**src/rtl/vc_alloc_requester_if.sv**
```systemverilog
// Bundle between one input port's VC buffers, the VC/switch allocator
// and the per-port requester front end.
interface vc_alloc_requester_if #(
    parameter int NUM_VCS  = 4,
    parameter int NUM_OUTS = 4
);
    localparam int RW = (NUM_OUTS > 1) ? $clog2(NUM_OUTS) : 1;

    logic [NUM_VCS-1:0]  head_valid;
    logic [RW-1:0]       head_route [NUM_VCS];
    logic [NUM_VCS-1:0]  flit_sent;
    logic [NUM_VCS-1:0]  flit_is_tail;
    logic [NUM_OUTS-1:0] requests [NUM_VCS];
    logic [NUM_OUTS-1:0] grants [NUM_VCS];
    logic [NUM_VCS-1:0]  vc_active;
    logic [RW-1:0]       vc_out_port [NUM_VCS];
    logic [NUM_VCS-1:0]  starve;
    logic                proto_err;

    modport master (
        output head_valid, head_route, flit_sent, flit_is_tail, grants,
        input  requests, vc_active, vc_out_port, starve, proto_err
    );

    modport slave (
        input  head_valid, head_route, flit_sent, flit_is_tail, grants,
        output requests, vc_active, vc_out_port, starve, proto_err
    );
endinterface

```
**src/rtl/vc_alloc_requester.sv**
```systemverilog
// Per-VC request/hold FSM feeding the VC/switch allocator; all outputs
// are registered, and starvation and protocol errors are flagged.
module vc_alloc_requester #(
    parameter int NUM_VCS  = 4,
    parameter int NUM_OUTS = 4,
    parameter int MAX_WAIT = 15,
    parameter int WAIT_W   = $clog2(MAX_WAIT + 1)
) (
    input logic clk,
    input logic reset,
    vc_alloc_requester_if.slave bus
);
    localparam int RW = (NUM_OUTS > 1) ? $clog2(NUM_OUTS) : 1;
    localparam logic [WAIT_W-1:0] WAIT_MAX = WAIT_W'(MAX_WAIT);

    typedef enum logic [1:0] {
        IDLE   = 2'd0,
        REQ    = 2'd1,
        ACTIVE = 2'd2
    } state_t;

    state_t              state    [NUM_VCS];
    logic [NUM_OUTS-1:0] req_q    [NUM_VCS];
    logic [RW-1:0]       port_q   [NUM_VCS];
    logic [WAIT_W-1:0]   wait_q   [NUM_VCS];
    logic [WAIT_W-1:0]   wait_inc [NUM_VCS];
    logic [NUM_VCS-1:0]  active_q;
    logic [NUM_VCS-1:0]  starve_q;
    logic [NUM_VCS-1:0]  gnt_ok;
    logic [NUM_VCS-1:0]  err_vec;
    logic                err_q;

    function automatic logic [NUM_OUTS-1:0] onehot(input logic [RW-1:0] r);
        logic [NUM_OUTS-1:0] o;
        o    = '0;
        o[r] = 1'b1;
        return o;
    endfunction

    // req_q is one-hot while in REQ, so equality means exactly the asked-for bit
    always_comb begin
        gnt_ok  = '0;
        err_vec = '0;
        for (int v = 0; v < NUM_VCS; v++) begin
            wait_inc[v] = (wait_q[v] == WAIT_MAX) ? wait_q[v]
                                                  : wait_q[v] + 1'b1;
            gnt_ok[v] = (state[v] == REQ) && (bus.grants[v] == req_q[v]);
            if ((bus.grants[v] != '0) && !gnt_ok[v])
                err_vec[v] = 1'b1;
            if (bus.flit_sent[v] && (state[v] != ACTIVE))
                err_vec[v] = 1'b1;
        end
    end

    always_ff @(posedge clk) begin
        if (!reset) begin
            for (int v = 0; v < NUM_VCS; v++) begin
                state[v]  <= IDLE;
                req_q[v]  <= '0;
                port_q[v] <= '0;
                wait_q[v] <= '0;
            end
            active_q <= '0;
            starve_q <= '0;
            err_q    <= 1'b0;
        end else begin
            err_q <= err_q | (|err_vec);
            for (int v = 0; v < NUM_VCS; v++) begin
                unique case (state[v])
                    IDLE: begin
                        if (bus.head_valid[v]) begin
                            state[v]    <= REQ;
                            port_q[v]   <= bus.head_route[v];
                            req_q[v]    <= onehot(bus.head_route[v]);
                            wait_q[v]   <= '0;
                            starve_q[v] <= 1'b0;
                        end
                    end
                    REQ: begin
                        if (gnt_ok[v]) begin
                            state[v]    <= ACTIVE;
                            req_q[v]    <= '0;
                            active_q[v] <= 1'b1;
                            starve_q[v] <= 1'b0;
                        end else begin
                            wait_q[v]   <= wait_inc[v];
                            starve_q[v] <= (wait_inc[v] == WAIT_MAX);
                        end
                    end
                    ACTIVE: begin
                        // a head arriving with the tail waits one idle cycle
                        if (bus.flit_sent[v] && bus.flit_is_tail[v]) begin
                            state[v]    <= IDLE;
                            active_q[v] <= 1'b0;
                        end
                    end
                    default: begin
                        state[v]    <= IDLE;
                        req_q[v]    <= '0;
                        active_q[v] <= 1'b0;
                        starve_q[v] <= 1'b0;
                    end
                endcase
            end
        end
    end

    assign bus.requests    = req_q;
    assign bus.vc_out_port = port_q;
    assign bus.vc_active   = active_q;
    assign bus.starve      = starve_q;
    assign bus.proto_err   = err_q;
endmodule

```
**src/flat_wrapper.sv**
```systemverilog
// flat-port wrapper written by rule: the top's interface ports become plain ports
module vc_alloc_requester_flat 
#(
    parameter int NUM_VCS  = 4,
    parameter int NUM_OUTS = 4,
    parameter int MAX_WAIT = 15,
    parameter int WAIT_W   = $clog2(MAX_WAIT + 1)
)
  (clk, reset, bus_head_valid, bus_head_route, bus_flit_sent, bus_flit_is_tail, bus_grants, bus_requests, bus_vc_active, bus_vc_out_port, bus_starve, bus_proto_err);
  vc_alloc_requester_if #(.NUM_VCS(NUM_VCS), .NUM_OUTS(NUM_OUTS)) bus_i ();
  input logic clk;
  input logic reset;
  input wire logic [$bits(bus_i.head_valid)-1:0] bus_head_valid;
  input wire logic [$bits(bus_i.head_route)-1:0] bus_head_route;
  input wire logic [$bits(bus_i.flit_sent)-1:0] bus_flit_sent;
  input wire logic [$bits(bus_i.flit_is_tail)-1:0] bus_flit_is_tail;
  input wire logic [$bits(bus_i.grants)-1:0] bus_grants;
  output wire logic [$bits(bus_i.requests)-1:0] bus_requests;
  output wire logic [$bits(bus_i.vc_active)-1:0] bus_vc_active;
  output wire logic [$bits(bus_i.vc_out_port)-1:0] bus_vc_out_port;
  output wire logic [$bits(bus_i.starve)-1:0] bus_starve;
  output wire logic [$bits(bus_i.proto_err)-1:0] bus_proto_err;
  assign bus_i.head_valid = bus_head_valid;
  assign bus_i.head_route = {>>{bus_head_route}};
  assign bus_i.flit_sent = bus_flit_sent;
  assign bus_i.flit_is_tail = bus_flit_is_tail;
  assign bus_i.grants = {>>{bus_grants}};
  assign bus_requests = {>>{bus_i.requests}};
  assign bus_vc_active = bus_i.vc_active;
  assign bus_vc_out_port = {>>{bus_i.vc_out_port}};
  assign bus_starve = bus_i.starve;
  assign bus_proto_err = bus_i.proto_err;
  vc_alloc_requester #(.NUM_VCS(NUM_VCS), .NUM_OUTS(NUM_OUTS), .MAX_WAIT(MAX_WAIT), .WAIT_W(WAIT_W)) u_core (.clk(clk), .reset(reset), .bus(bus_i));
endmodule
```
**config.mk**
```make
export PLATFORM = sky130hd
export DESIGN_NAME = vc_alloc_requester_flat
export DESIGN_NICKNAME = d
export VERILOG_FILES = /design/src/rtl/vc_alloc_requester_if.sv /design/src/rtl/vc_alloc_requester.sv /design/src/flat_wrapper.sv
export SDC_FILE = /design/constraint.sdc
export NUM_CORES = 1
export LEC_CHECK = 0
export CORE_ASPECT_RATIO = 0.5
export CORE_UTILIZATION = 35
export DETAILED_ROUTE_END_ITERATION = 10
export PLACE_DENSITY = 0.56
export SLEW_MARGIN = 0
export SYNTH_ARGS = -nofsm -noshare
export SYNTH_HDL_FRONTEND = slang
export SYNTH_SLANG_ARGS = --single-unit
export TNS_END_PERCENT = 5
```
**constraint.sdc**
```tcl
create_clock -name clk -period 2.68 [get_ports clk]
set_clock_uncertainty 0.2 [all_clocks]
set_input_delay 0.268 -clock clk [delete_from_list [all_inputs] [get_ports clk]]
set_output_delay 0.268 -clock clk [all_outputs]
set_load 0.1 [all_outputs]
```
==> results.sh, run 1 <==
export IMPL_clk_pin_slew_ns=0.05
export IMPL_power_density_nw_per_um2=706
export IMPL_drtAntennaViolNets=0
export IMPL_cts_setup_buffers=0
export IMPL_die_x_um=136
export IMPL_synth_edf_count=24
export IMPL_start_kind="input pin"
export IMPL_dieArea_um2=9380
export IMPL_fp_dieH_um=69.0
export IMPL_crit_end="u_core.wait_q[1][0]$_SDFFCE_PN0P_"
export IMPL_num_rows=23
export IMPL_max_vdd_ir_drop_mv=0.380
export IMPL_ff2ff_path_depth=4
export IMPL_start_util_pct=37.6
export IMPL_internal_power_uw=2100
export IMPL_ys_warnings_count=0
export IMPL_layout_drive_gt1_share_pct=18.1
export IMPL_tns_ns=0
export IMPL_cts_hold_fix_buffers=0
export IMPL_syn_nets=383
export IMPL_cts_sinks=57
export IMPL_seqPwrFrac_pct=35.7
export IMPL_async_flop_share_pct=0
export IMPL_switchingPower_uw=892
export IMPL_power_leakage_uw=0.00168
export IMPL_num_io_pins=71
export IMPL_clockRootBuffer="clkbuf_16"
export IMPL_max_slew_margin_pct=58.5
export IMPL_final_nets=462
export IMPL_drt_pass1_iterations=4
export IMPL_fillers=788
export IMPL_end_kind="flip-flop"
export IMPL_worstSkewPairLatency_ns=0.33
export IMPL_cts_htree_levels=3
export IMPL_post_dp_cell_area_um2=3910
export IMPL_grt_pass1_wl_mm=12.7
export IMPL_path_class="input pin to flip-flop"
export IMPL_switching_share_pct=29.8
export IMPL_drt_wl_total_mm=7.92
export IMPL_antenna_cells=0
export IMPL_cts_buffers=9
export IMPL_status="completed"
export IMPL_worst_r2r_startpoint="u_core.bus.requests[11]$_SDFFE_PN0P_"
export IMPL_syn_area_per_cell_um2=9.21
export IMPL_vias=2750
export IMPL_tightest_slew_ns=0.617
export IMPL_yosys_top_cells_area="edfxtp_1 (23%), dfxtp_1 (21%), nor2_1 (6.5%), mux2i_1 (6.4%), xnor2_1 (6.1%)"
export IMPL_viasPerCell=5.12
export IMPL_max_freq_ghz=0.515
export IMPL_hold_viol_final=0
export IMPL_core_um2=8350
export IMPL_synth_top_cell_area_share_pct=22.9
export IMPL_grt_pass1_vias=2651
export IMPL_cts_resized=0
export IMPL_fin_area_um2=4240
export IMPL_grt_max_degree=18
export IMPL_drt_iter0_markers=188
export IMPL_rrSetupSlack_ns=0.77
export IMPL_synth_area_um2=3140
export IMPL_hold_class="flip-flop to flip-flop"
export IMPL_yosysUniqueCellTypes=48
export IMPL_routabilityCongestion=0.876
export IMPL_grt_setup_unrepaired="no"
export IMPL_synth_top_cell_by_area="edfxtp_1"
export IMPL_path_max_fanout=4
export IMPL_synth_main_ff_cell="dfxtp_1"
export IMPL_worst_endpoint_arrival_ns=1.70
export IMPL_final_core_utilization_pct=50.8
export IMPL_power_frac_clock_pct=43.4
export IMPL_setup_viol=0
export IMPL_layout_min_cycle_time_ns=1.94
export IMPL_finalMaxSlewViolations=0
export IMPL_synth_seq_cells=57
export IMPL_clock_path_buffers=2
export IMPL_io_buffer_count=70
export IMPL_avgRoutedWirePerCell_um=14.8
export IMPL_finalCritPeriodShare_pct=72.5
export IMPL_drcViolationCount=0
export IMPL_ys_seq_area_share_pct=44.0
export IMPL_syn_inst=341
export IMPL_cp_data_required_time_ns=2.44
export IMPL_cap_violations=0
export IMPL_r2r_end="u_core.wait_q[1][0]$_SDFFCE_PN0P_"
export IMPL_antenna_found_initial=0
export IMPL_syn2layout_area_growth_pct=35.1
export IMPL_cts_tree="yes"
export IMPL_grt_overflow=0
export IMPL_p_comb_share_pct=20.9
export IMPL_dpl_hpwl_mm=6.12
export IMPL_power_uw=3000
export IMPL_cp_startpoint="bus_grants[11]"
export IMPL_grt_usage_pct=18.1
[metrics by stage]
step / hold slack, ns / setup WS (ns) / cells
after floorplan: 0.216 / 0.232 / 341
after global placement: 0.249 / 0.516 / 521
after detailed placement: 0.254 / 0.413 / 521
after CTS: 0.261 / 0.752 / 537
after global routing: 0.283 / 0.612 / 537
final: 0.256 / 0.737 / 537
[logic make-up after synthesis]
| kind of cell | count (synthesis) | synth area share (%) |
|---|---|---|
| AOI/OAI and AO/OA | 54 | 12.1 |
| xor gates and xnor gates | 23 | 6.41 |
| adders and majority gates | 4 | 1.59 |
| buffers and inverters | 18 | 2.31 |
| DFF | 57 | 44.0 |
| muxes | 20 | 6.37 |
| and+or+nand+nor | 165 | 27.3 |
[sequential cells by signal, summed over array words and instances (netlist names)]
register	flops
u_core.bus.starve	4
u_core.bus.requests	16
u_core.bus.vc_out_port	8
u_core.bus.vc_active	4
u_core.state	8
u_core.wait_q	16
u_core.bus.proto_err	1
[routing by layer]
metal	vias up	GRT usage, %	wire, µm
li1	1392	-	-
met1	1290	22.0	3670
met2	63	30.7	3800
met3	5	6.07	399
met4	0	5.69	54
met5	-	0	0
[power groups by stage]
stage | clock network (µW) | registers (µW) | logic [µW]
floorplan | 0 | 1220 | 304
global placement | 0 | 1080 | 613
detailed placement | 0 | 1090 | 625
CTS | 1320 | 1070 | 628
global route | 1360 | 1080 | 677
finish | 1300 | 1070 | 625
[worst min-delay path by stage]
stage	start	end	slack, ns	depth (start not counted)
floorplan	bus_head_route[0]	u_core.bus.vc_out_port[0]$_SDFFE_PN0P_	0.22	2
global placement	u_core.bus.vc_out_port[3]$_SDFFE_PN0N_	u_core.bus.vc_out_port[3]$_SDFFE_PN0N_	0.25	2
detailed placement	u_core.bus.vc_out_port[1]$_SDFFE_PN0P_	u_core.bus.vc_out_port[1]$_SDFFE_PN0P_	0.25	2
CTS	u_core.bus.vc_out_port[1]$_SDFFE_PN0P_	u_core.bus.vc_out_port[1]$_SDFFE_PN0P_	0.26	2
global route	u_core.bus.vc_out_port[6]$_SDFFE_PN0N_	u_core.bus.vc_out_port[6]$_SDFFE_PN0N_	0.28	2
finish	u_core.bus.vc_out_port[1]$_SDFFE_PN0P_	u_core.bus.vc_out_port[1]$_SDFFE_PN0P_	0.26	2
[synth_stat cells, types with 5 or more instances]
master	count
a21oi_1	22
and3_1	8
dfxtp_1	33
edfxtp_1	24
inv_2	6
mux2i_1	20
nand2_1	38
nand3_1	19
nor2_1	54
nor3_1	7
nor3b_1	5
nor4_1	7
o21ai_0	7
xnor2_1	22
[cells in the final DEF (no fill, tap or decap), drive strengths merged, types with 2 or more instances in the layout]
cell type / instances
clkinv: 5
o211ai: 4
nor4b: 2
buf: 39
o31ai: 4
and4: 2
edfxtp: 24
o21ai: 7
nand3: 21
clkbuf: 9
dfxtp: 33
nand2: 38
nor3b: 5
a31oi: 4
a32o: 2
or4: 3
nor4: 7
nand4: 6
nor2b: 2
inv: 9
nor3: 8
bufinv: 3
nand2b: 2
ha: 4
nor2: 58
clkdlybuf4s50: 37
a21oi: 27
and3: 8
mux2i: 20
xnor2: 22
[critical path, stage by stage]
cell	delay [ns]
clkdlybuf4s50_1	0.44
xnor2_1	0.15
nand4_1	0.20
nor2_1	0.08
o31ai_1	0.55
[cell type report]
type | count | area [µm²] | area share, %
clock buffers | 9 | 225 | 5.31
flip-flops and latches | 57 | 1380 | 32.6
clock inverters | 7 | 109 | 2.57
inverters | 10 | 37.5 | 0.885
multi-input cells | 266 | 1690 | 39.8
well taps | 112 | 140 | 3.30
repair buffers | 76 | 663 | 15.6
Power figures use the tool's default switching activity.
==> run 2: changes to the inputs <==
- clock period: 2.68 -> 1.8 ns (I/O delays scaled with it)
==> run 2 against run 1 <==
  * Final area rose by 15%
  * Sequential share of layout area shrank 2.9 points
  * Cell count grew 3.9%
  * Routed wire length fell by 1.8%
  * Combinational power increased by 78%
  * Total power up 39%
  * Critical path depth unchanged
  * Non-clock buffer count is 21 higher
  * Count of clock-buffer cells in the layout is 2 higher
  * Clock power rose by 15%
  * Sequential power rose by 47%
==> results.sh, run 2 (synthesized netlist as in run 1, its figures left out) <==
export IMPL_cp_slowest_stage_delay_ns=0.49
export IMPL_max_slew_margin_pct=72.4
export IMPL_finalCritPeriodShare_pct=94.8
export IMPL_ff2ff_path_depth=5
export IMPL_timing_final_ws_setup_ns=0.0934
export IMPL_start_util_pct=37.6
export IMPL_layout_commonest_cell="nor2_1"
export IMPL_grt_pass1_wl_mm=12.6
export IMPL_cts_buffers=9
export IMPL_grt_pass1_vias=2693
export IMPL_worst_endpoint_arrival_ns=1.55
export IMPL_path_max_fanout=7
export IMPL_power_density_nw_per_um2=858
export IMPL_grt_usage_pct=17.8
export IMPL_end_kind="flip-flop"
export IMPL_path_cells="inv_2 > nor2_1 > buf_4 > o31ai_2 > buf_4"
export IMPL_die_x_um=136
export IMPL_antenna_cells=0
export IMPL_syn2layout_area_growth_pct=54.8
export IMPL_cts_sinks=57
export IMPL_post_dp_cell_area_um2=4560
export IMPL_cts_hold_fix_buffers=0
export IMPL_r2r_end="u_core.wait_q[0][1]$_SDFFCE_PN0P_"
export IMPL_vias=2814
export IMPL_core_um2=8350
export IMPL_power_leakage_uw=0.00187
export IMPL_drcViolationCount=0
export IMPL_max_vdd_ir_drop_mv=0.489
export IMPL_hold_viol_final=0
export IMPL_rrSetupSlack_ns=0.09
export IMPL_final_cell_mix="nor2_1 (53), nand2_1 (38), clkdlybuf4s50_1 (37)"
export IMPL_clk_pin_slew_ns=0.05
export IMPL_max_freq_ghz=0.586
export IMPL_cap_violations=0
export IMPL_fp_dieH_um=69.0
export IMPL_avgRoutedWirePerCell_um=13.9
export IMPL_grt_setup_unrepaired="yes"
export IMPL_routabilityCongestion=0.871
export IMPL_finalMaxSlewViolations=0
export IMPL_cts_tree="yes"
export IMPL_worst_r2r_startpoint="u_core.state[0][0]$_SDFFCE_PP0P_"
export IMPL_num_rows=23
export IMPL_pre_cts_ws_ns=-0.195
export IMPL_dpl_hpwl_mm=6.18
export IMPL_final_nets=483
export IMPL_worstSkewPairLatency_ns=0.32
export IMPL_final_core_utilization_pct=58.3
export IMPL_start_kind="flip-flop"
export IMPL_layout_drive_gt1_share_pct=26.2
export IMPL_num_io_pins=71
export IMPL_hp_start="u_core.bus.vc_out_port[0]$_SDFFE_PN0P_"
export IMPL_io_buffer_count=70
export IMPL_clockRootBuffer="clkbuf_16"
export IMPL_cp_data_required_time_ns=1.64
export IMPL_layout_min_cycle_time_ns=1.71
export IMPL_grt_max_degree=20
export IMPL_clock_path_buffers=2
export IMPL_worst_path_most_repeated_cell="buf_4"
export IMPL_status="completed"
export IMPL_slowest_stage="edfxtp_1"
export IMPL_drt_pass1_iterations=4
export IMPL_cp_startpoint="u_core.state[0][0]$_SDFFCE_PP0P_"
export IMPL_cts_htree_levels=3
export IMPL_drt_wl_total_mm=7.78
export IMPL_hold_class="flip-flop to flip-flop"
export IMPL_antenna_found_initial=0
export IMPL_path_class="flip-flop to flip-flop"
export IMPL_fillers=700
export IMPL_hold_end="u_core.bus.vc_out_port[0]$_SDFFE_PN0P_"
export IMPL_whs_path_depth=2
export IMPL_drtAntennaViolNets=0
export IMPL_dieArea_um2=9380
export IMPL_fin_area_um2=4860
export IMPL_tightest_slew_ns=0.408
export IMPL_power_uw=4170
export IMPL_drt_iter0_markers=241
export IMPL_viasPerCell=5.04
export IMPL_grt_overflow=0
export IMPL_setup_viol=0
export IMPL_tns_ns=0
## run 2: changes by cell type in the layout (fill, tap and decap cells not counted), sizes merged
cell and delta:
bufinv -3, clkinv +1, clkbuf +2, buf +21
## run 2: per-stage QoR
step / hold WS, ns / instances
5_1_grt: 0.310 / 558
6_report: 0.290 / 558
3_5_place_dp: 0.286 / 540
3_3_place_gp: 0.283 / 540
4_1_cts: 0.293 / 556
2_1_floorplan: 0.128 / 341
## run 2: final cells by class
type,instances,area [µm²],area share (%)
multi-input cells,266,1720,35.4
flip-flops and latches,57,1440,29.6
repair buffers,97,1260,25.9
clock buffers,11,243,4.99
well taps,112,140,2.88
inverters,10,37.5,0.772
clock inverters,5,21.3,0.437
## run 2: worst max-delay path, delay by kind of cell (launching register included)
family                 cells  cell delay, ns
AOI/OAI and AO/OA          1            0.20
buffers and inverters      3            0.46
DFF                        1            0.49
and+or+nand+nor            1            0.08
## run 2: per-layer routing
metal | wire length, µm | GRT usage [%] | up-vias
li1 | - | - | 1440
met3 | 340 | 4.97 | 5
met2 | 3650 | 29.0 | 60
met1 | 3740 | 23.1 | 1309
met4 | 47 | 5.83 | 0
met5 | 0 | 0 | -
## run 2: timing repair
action / in CTS / in global routing
setup buffers: 0 / 2
setup endpoints to repair: 0 / 6
gates resized for setup: 0 / 4
## run 2: worst max-delay path by stage
stage | to | slack [ns] | cells after the start
after floorplan | u_core.state[2][0]$_SDFFCE_PP0P_ | -0.11 | 5
after global placement | u_core.bus.proto_err$_SDFF_PN0_ | -0.15 | 6
after detailed placement | u_core.state[1][0]$_SDFFCE_PP0P_ | -0.20 | 6
after CTS | u_core.bus.starve[2]$_SDFFE_PN0P_ | 0.09 | 4
after global routing | u_core.state[1][0]$_SDFFCE_PP0P_ | 0.002 | 5
final | u_core.wait_q[0][1]$_SDFFCE_PN0P_ | 0.09 | 5
## run 2: power breakdown
part           leakage (µW)  switching (µW)  internal (µW)
clock network      0.000132             551            946
logic               0.00119             632            473
registers          0.000545             122           1450
total               0.00187            1310           2870
==> run 3: changes to the inputs <==
- CORE_ASPECT_RATIO: 0.5 -> default
==> run 3 against run 2 <==
  * Non-clock buffer count rose by 9
  * Critical path depth is the same
  * Sequential share of layout area is 0.29 points higher
  * Cell count is 0.90% higher
  * Final area is 0.98% lower
  * Global-route usage down 0.85 points
  * Sequential power barely moved
  * Via count up 0.57%
  * Count of clock-buffer cells in the layout is the same
==> results.sh, run 3 (synthesized netlist as in run 1, its figures left out) <==
export IMPL_fillers=820
export IMPL_path_max_fanout=3
export IMPL_cp_data_required_time_ns=1.64
export IMPL_viasPerCell=5.03
export IMPL_drt_pass1_iterations=4
export IMPL_final_nets=492
export IMPL_die_x_um=96.7
export IMPL_cts_tree="yes"
export IMPL_ff2ff_path_depth=5
export IMPL_antenna_cells=0
export IMPL_layout_commonest_cell="nor2_1"
export IMPL_rrSetupSlack_ns=0.09
export IMPL_finalMaxSlewViolations=0
export IMPL_num_io_pins=71
export IMPL_antenna_found_initial=0
export IMPL_vias=2830
export IMPL_drcViolationCount=0
export IMPL_grt_usage_pct=17.0
export IMPL_path_class="flip-flop to flip-flop"
export IMPL_clock_path_buffers=2
export IMPL_max_slew_margin_pct=73.4
export IMPL_avgRoutedWirePerCell_um=13.6
export IMPL_r2r_end="u_core.state[2][0]$_SDFFCE_PP0P_"
export IMPL_final_core_utilization_pct=55.2
export IMPL_worstSkewPairLatency_ns=0.33
export IMPL_whs_path_depth=2
export IMPL_dieArea_um2=9360
export IMPL_io_buffer_count=70
export IMPL_power_density_nw_per_um2=763
export IMPL_core_um2=8720
export IMPL_grt_setup_unrepaired="yes"
export IMPL_grt_pass1_vias=2812
export IMPL_worst_r2r_startpoint="u_core.bus.requests[6]$_SDFFE_PN0P_"
export IMPL_power_leakage_uw=0.00187
export IMPL_drt_iter0_markers=89
export IMPL_grt_max_degree=14
export IMPL_num_rows=34
export IMPL_grt_pass1_wl_mm=13.0
export IMPL_syn2layout_area_growth_pct=53.3
export IMPL_start_kind="flip-flop"
export IMPL_tightest_slew_ns=0.397
export IMPL_drtAntennaViolNets=0
export IMPL_cts_sinks=57
export IMPL_grt_overflow=0
export IMPL_max_freq_ghz=0.585
export IMPL_drt_wl_total_mm=7.67
export IMPL_hold_end="u_core.bus.vc_out_port[6]$_SDFFE_PN0N_"
export IMPL_max_vdd_ir_drop_mv=0.306
export IMPL_layout_drive_gt1_share_pct=28.4
export IMPL_cts_buffers=9
export IMPL_worst_endpoint_arrival_ns=1.55
export IMPL_start_util_pct=36.0
export IMPL_cap_violations=0
export IMPL_clk_pin_slew_ns=0.07
export IMPL_setup_viol=0
export IMPL_hold_class="flip-flop to flip-flop"
export IMPL_routabilityCongestion=0.783
export IMPL_finalCritPeriodShare_pct=95.0
export IMPL_hp_start="u_core.bus.vc_out_port[6]$_SDFFE_PN0N_"
export IMPL_clockRootBuffer="clkbuf_8"
export IMPL_end_kind="flip-flop"
export IMPL_hold_viol_final=0
export IMPL_dpl_hpwl_mm=6.04
export IMPL_fp_dieH_um=96.7
export IMPL_cts_htree_levels=3
export IMPL_final_cell_mix="nor2_1 (54), nand2_1 (38), clkdlybuf4s50_1 (37)"
export IMPL_status="completed"
export IMPL_power_uw=3670
export IMPL_layout_min_cycle_time_ns=1.71
[run 3: cell count changes in the layout (fill, tap and decap cells not counted)]
cell       delta
buf_4        +11
clkbuf_16     -9
clkbuf_8      +8
xnor2_1       -3
xnor2_2       +3
buf_12        -2
clkbuf_1      +1
clkinv_1      -1
clkinv_2      +1
nor2_1        +1
nor2_2        -1
o31ai_1       -1
o31ai_2       +1
[run 3: worst max-delay path, cell delays in order (launching register included)]
cell and delay [ns]:
dfxtp_4 0.36, xnor2_1 0.18, nand4_2 0.13, or2_1 0.26
a21o_1 0.17, nand3_1 0.11
[run 3: power by group]
group	switching [µW]	internal (µW)
registers	105	1440
logic	651	488
clock network	502	483
[run 3: per-stage QoR]
step	instances	setup slack, ns	hold slack, ns	TNS [ns]	instance area [µm²]
after floorplan	341	-0.115	0.128	-1.12	3210
after global placement	547	-0.177	0.286	-6.09	4610
after detailed placement	547	-0.234	0.296	-7.15	4610
after CTS	563	0.0326	0.306	0	4770
after global routing	563	-0.0283	0.315	-0.0557	4810
final	563	0.0907	0.299	0	4810
[run 3: what timing repair did]
action,CTS,global route
setup endpoints to repair,0,14
buffers inserted,0,0
hold endpoints to repair,0,0
hold buffers,0,0
gates resized for setup,0,7
[run 3: how the worst max path moves through the flow]
stage	start	to	slack, ns
after detailed placement	bus_grants[0]	u_core.wait_q[3][1]$_SDFFCE_PN0P_	-0.23
final	u_core.bus.requests[6]$_SDFFE_PN0P_	u_core.state[2][0]$_SDFFCE_PP0P_	0.09
after global placement	bus_grants[14]	u_core.state[0][1]$_SDFFCE_PP0P_	-0.18
after floorplan	u_core.bus.requests[6]$_SDFFE_PN0P_	u_core.state[2][0]$_SDFFCE_PP0P_	-0.11
after global routing	u_core.bus.requests[8]$_SDFFE_PN0P_	u_core.state[1][0]$_SDFFCE_PP0P_	-0.03
after CTS	u_core.bus.requests[14]$_SDFFE_PN0P_	u_core.state[0][1]$_SDFFCE_PP0P_	0.03
[run 3: metal layers]
layer  GRT usage [%]  vias to the layer above  share of wire (%)
li1                -                     1457                  -
met1            21.5                     1308                 47
met2            28.6                       58                 48
met3            4.55                        7                4.1
met4            4.13                        0               0.94
met5               0                        -                  0
[run 3: area by class of cell]
type                            instances  area (µm²)  area share (%)
Multi-Input combinational cell        266        1750            36.3
Sequential cell                        57        1440            29.9
Timing Repair Buffer                  106        1300            27.0
Tap cell                              108         135            2.81
Clock buffer                           11         131            2.73
Inverter                               10        37.5           0.780
Clock inverter                          5        22.5           0.468
==> RTL change (settings of run 3) <==
`MAX_WAIT` is set to 15 in 2 places; all go to 16.
--- a/src/rtl/vc_alloc_requester.sv
+++ b/src/rtl/vc_alloc_requester.sv
@@ -4,5 +4,5 @@
     parameter int NUM_VCS  = 4,
     parameter int NUM_OUTS = 4,
-    parameter int MAX_WAIT = 15,
+    parameter int MAX_WAIT = 16,
     parameter int WAIT_W   = $clog2(MAX_WAIT + 1)
 ) (
--- a/src/flat_wrapper.sv
+++ b/src/flat_wrapper.sv
@@ -4,5 +4,5 @@
     parameter int NUM_VCS  = 4,
     parameter int NUM_OUTS = 4,
-    parameter int MAX_WAIT = 15,
+    parameter int MAX_WAIT = 16,
     parameter int WAIT_W   = $clog2(MAX_WAIT + 1)
 )
Function: same outputs for any inputs over 4 cycles, from zero or initial values and one cycle with reset low; that may be too few to reach the edited logic, so the function may still have changed.
==> RTL change against run 3 <==
  * Synthesized area is 7.3% higher
  * Wire length is 9.3% higher
  * Clock power is 22% higher
  * Power is 17% higher
  * First-iteration DRC count is 65% higher
  * Sequential cell count is 4 higher
  * Sequential share of layout area is 0.30 points lower
  * Worst setup slack worse by 0.075 ns
  * Hold slack worse by 0.0066 ns
  * Final area is 7.5% higher
  * Critical endpoint is now u_core.state[0][0]
  * Highest routed layer unchanged
==> RTL change: results (changes against run 3) <==
status=complete, no violations (unchanged); CP endpoint=u_core.state[0][0] (was u_core.state[2][0]); final wirelength=8379 µm (was 7668 µm); share of cells above drive strength 1=27.16% (was 28.35%); M1 GR Usage=23.31% (was 21.54%); Comb power=1.36 mW (was 1.14 mW); GR Util All Layers=18.10% (was 16.97%); largest net degree at the start of global routing=26 (was 14); post-synthesis compound-gate area fraction=13.00% (was 12.07%); fraction of area in registers=29.64% (was 29.94%); critical path peak fanout=7 (was 3); M3 GR Usage=3.134% (was 4.552%); clock buffer count=16 (was 11); final worst setup slack=0.01572 ns (was 0.09067 ns); post-synthesis xor/xnor area fraction=7.801% (was 6.414%); NumNets Final=527 (was 492); DR WL met2=3970 µm (was 3676 µm); Clock-cell share=3.699% (was 3.196%); register area=0.001534 mm² (was 0.001441 mm²); WL met3=297 µm (was 318 µm); VDD IR max=353.0 µV (was 306.4 µV); pre-CTS WS=-0.3656 ns (was -0.2342 ns); Seq/Total Area, Yosys=44.58% (was 43.98%); routability cong.=0.7901 (was 0.7830); area of the multi-input gates=0.001879 mm² (was 0.001745 mm²); vias per cell=4.976 (was 5.027); hpwl dp=6379 µm (was 6039 µm); Leak Pwr=1.986 nW (was 1.873 nW); mux cell area share after synthesis=2.972% (was 6.375%); post_cts resized=5 (was 0); dominant cells by area after synthesis=edfxtp_1 (25%), dfxtp_1 (20%), nor2_1 (5.1%) (was edfxtp_1 (23%), dfxtp_1 (21%), nor2_1 (6.5%)); post-place instance area=0.004868 mm² (was 0.004612 mm²); net switching power=1.433 mW (was 1.257 mW); sequential cells=61 (was 57); CP top delay family=flip-flops (was simple AND/OR/NAND/NOR gates); EDFF count, synth=28 (was 24)
[RTL change: tightest hold or removal path, delay by kind of cell (launching register included)]
kind               cells  cell delay (ns)
DFF                    1             0.33
and+or+nand+nor        1             0.06
AOI/OAI and AO/OA      1             0.05
[RTL change: worst min path at each step]
stage                                            to  cells after the start  slack (ns)                 startpoint
final                     u_core.bus.vc_out_port[6]                      2        0.29  u_core.bus.vc_out_port[6]
after global routing      u_core.bus.vc_out_port[4]                      2        0.31  u_core.bus.vc_out_port[4]
after CTS                 u_core.bus.vc_out_port[6]                      2        0.30  u_core.bus.vc_out_port[6]
after detailed placement  u_core.bus.vc_out_port[6]                      2        0.29  u_core.bus.vc_out_port[6]
after global placement    u_core.bus.vc_out_port[4]                      2        0.28  u_core.bus.vc_out_port[4]
after floorplan             u_core.bus.requests[15]                      2        0.12          bus_head_route[7]
[RTL change: through the flow]
stage               utilization (%)  instances
CTS                           54.81        614
global route                  55.74        615
finish                        55.74        615
detailed placement            52.44        598
floorplan                         -        369
global placement              52.44        598
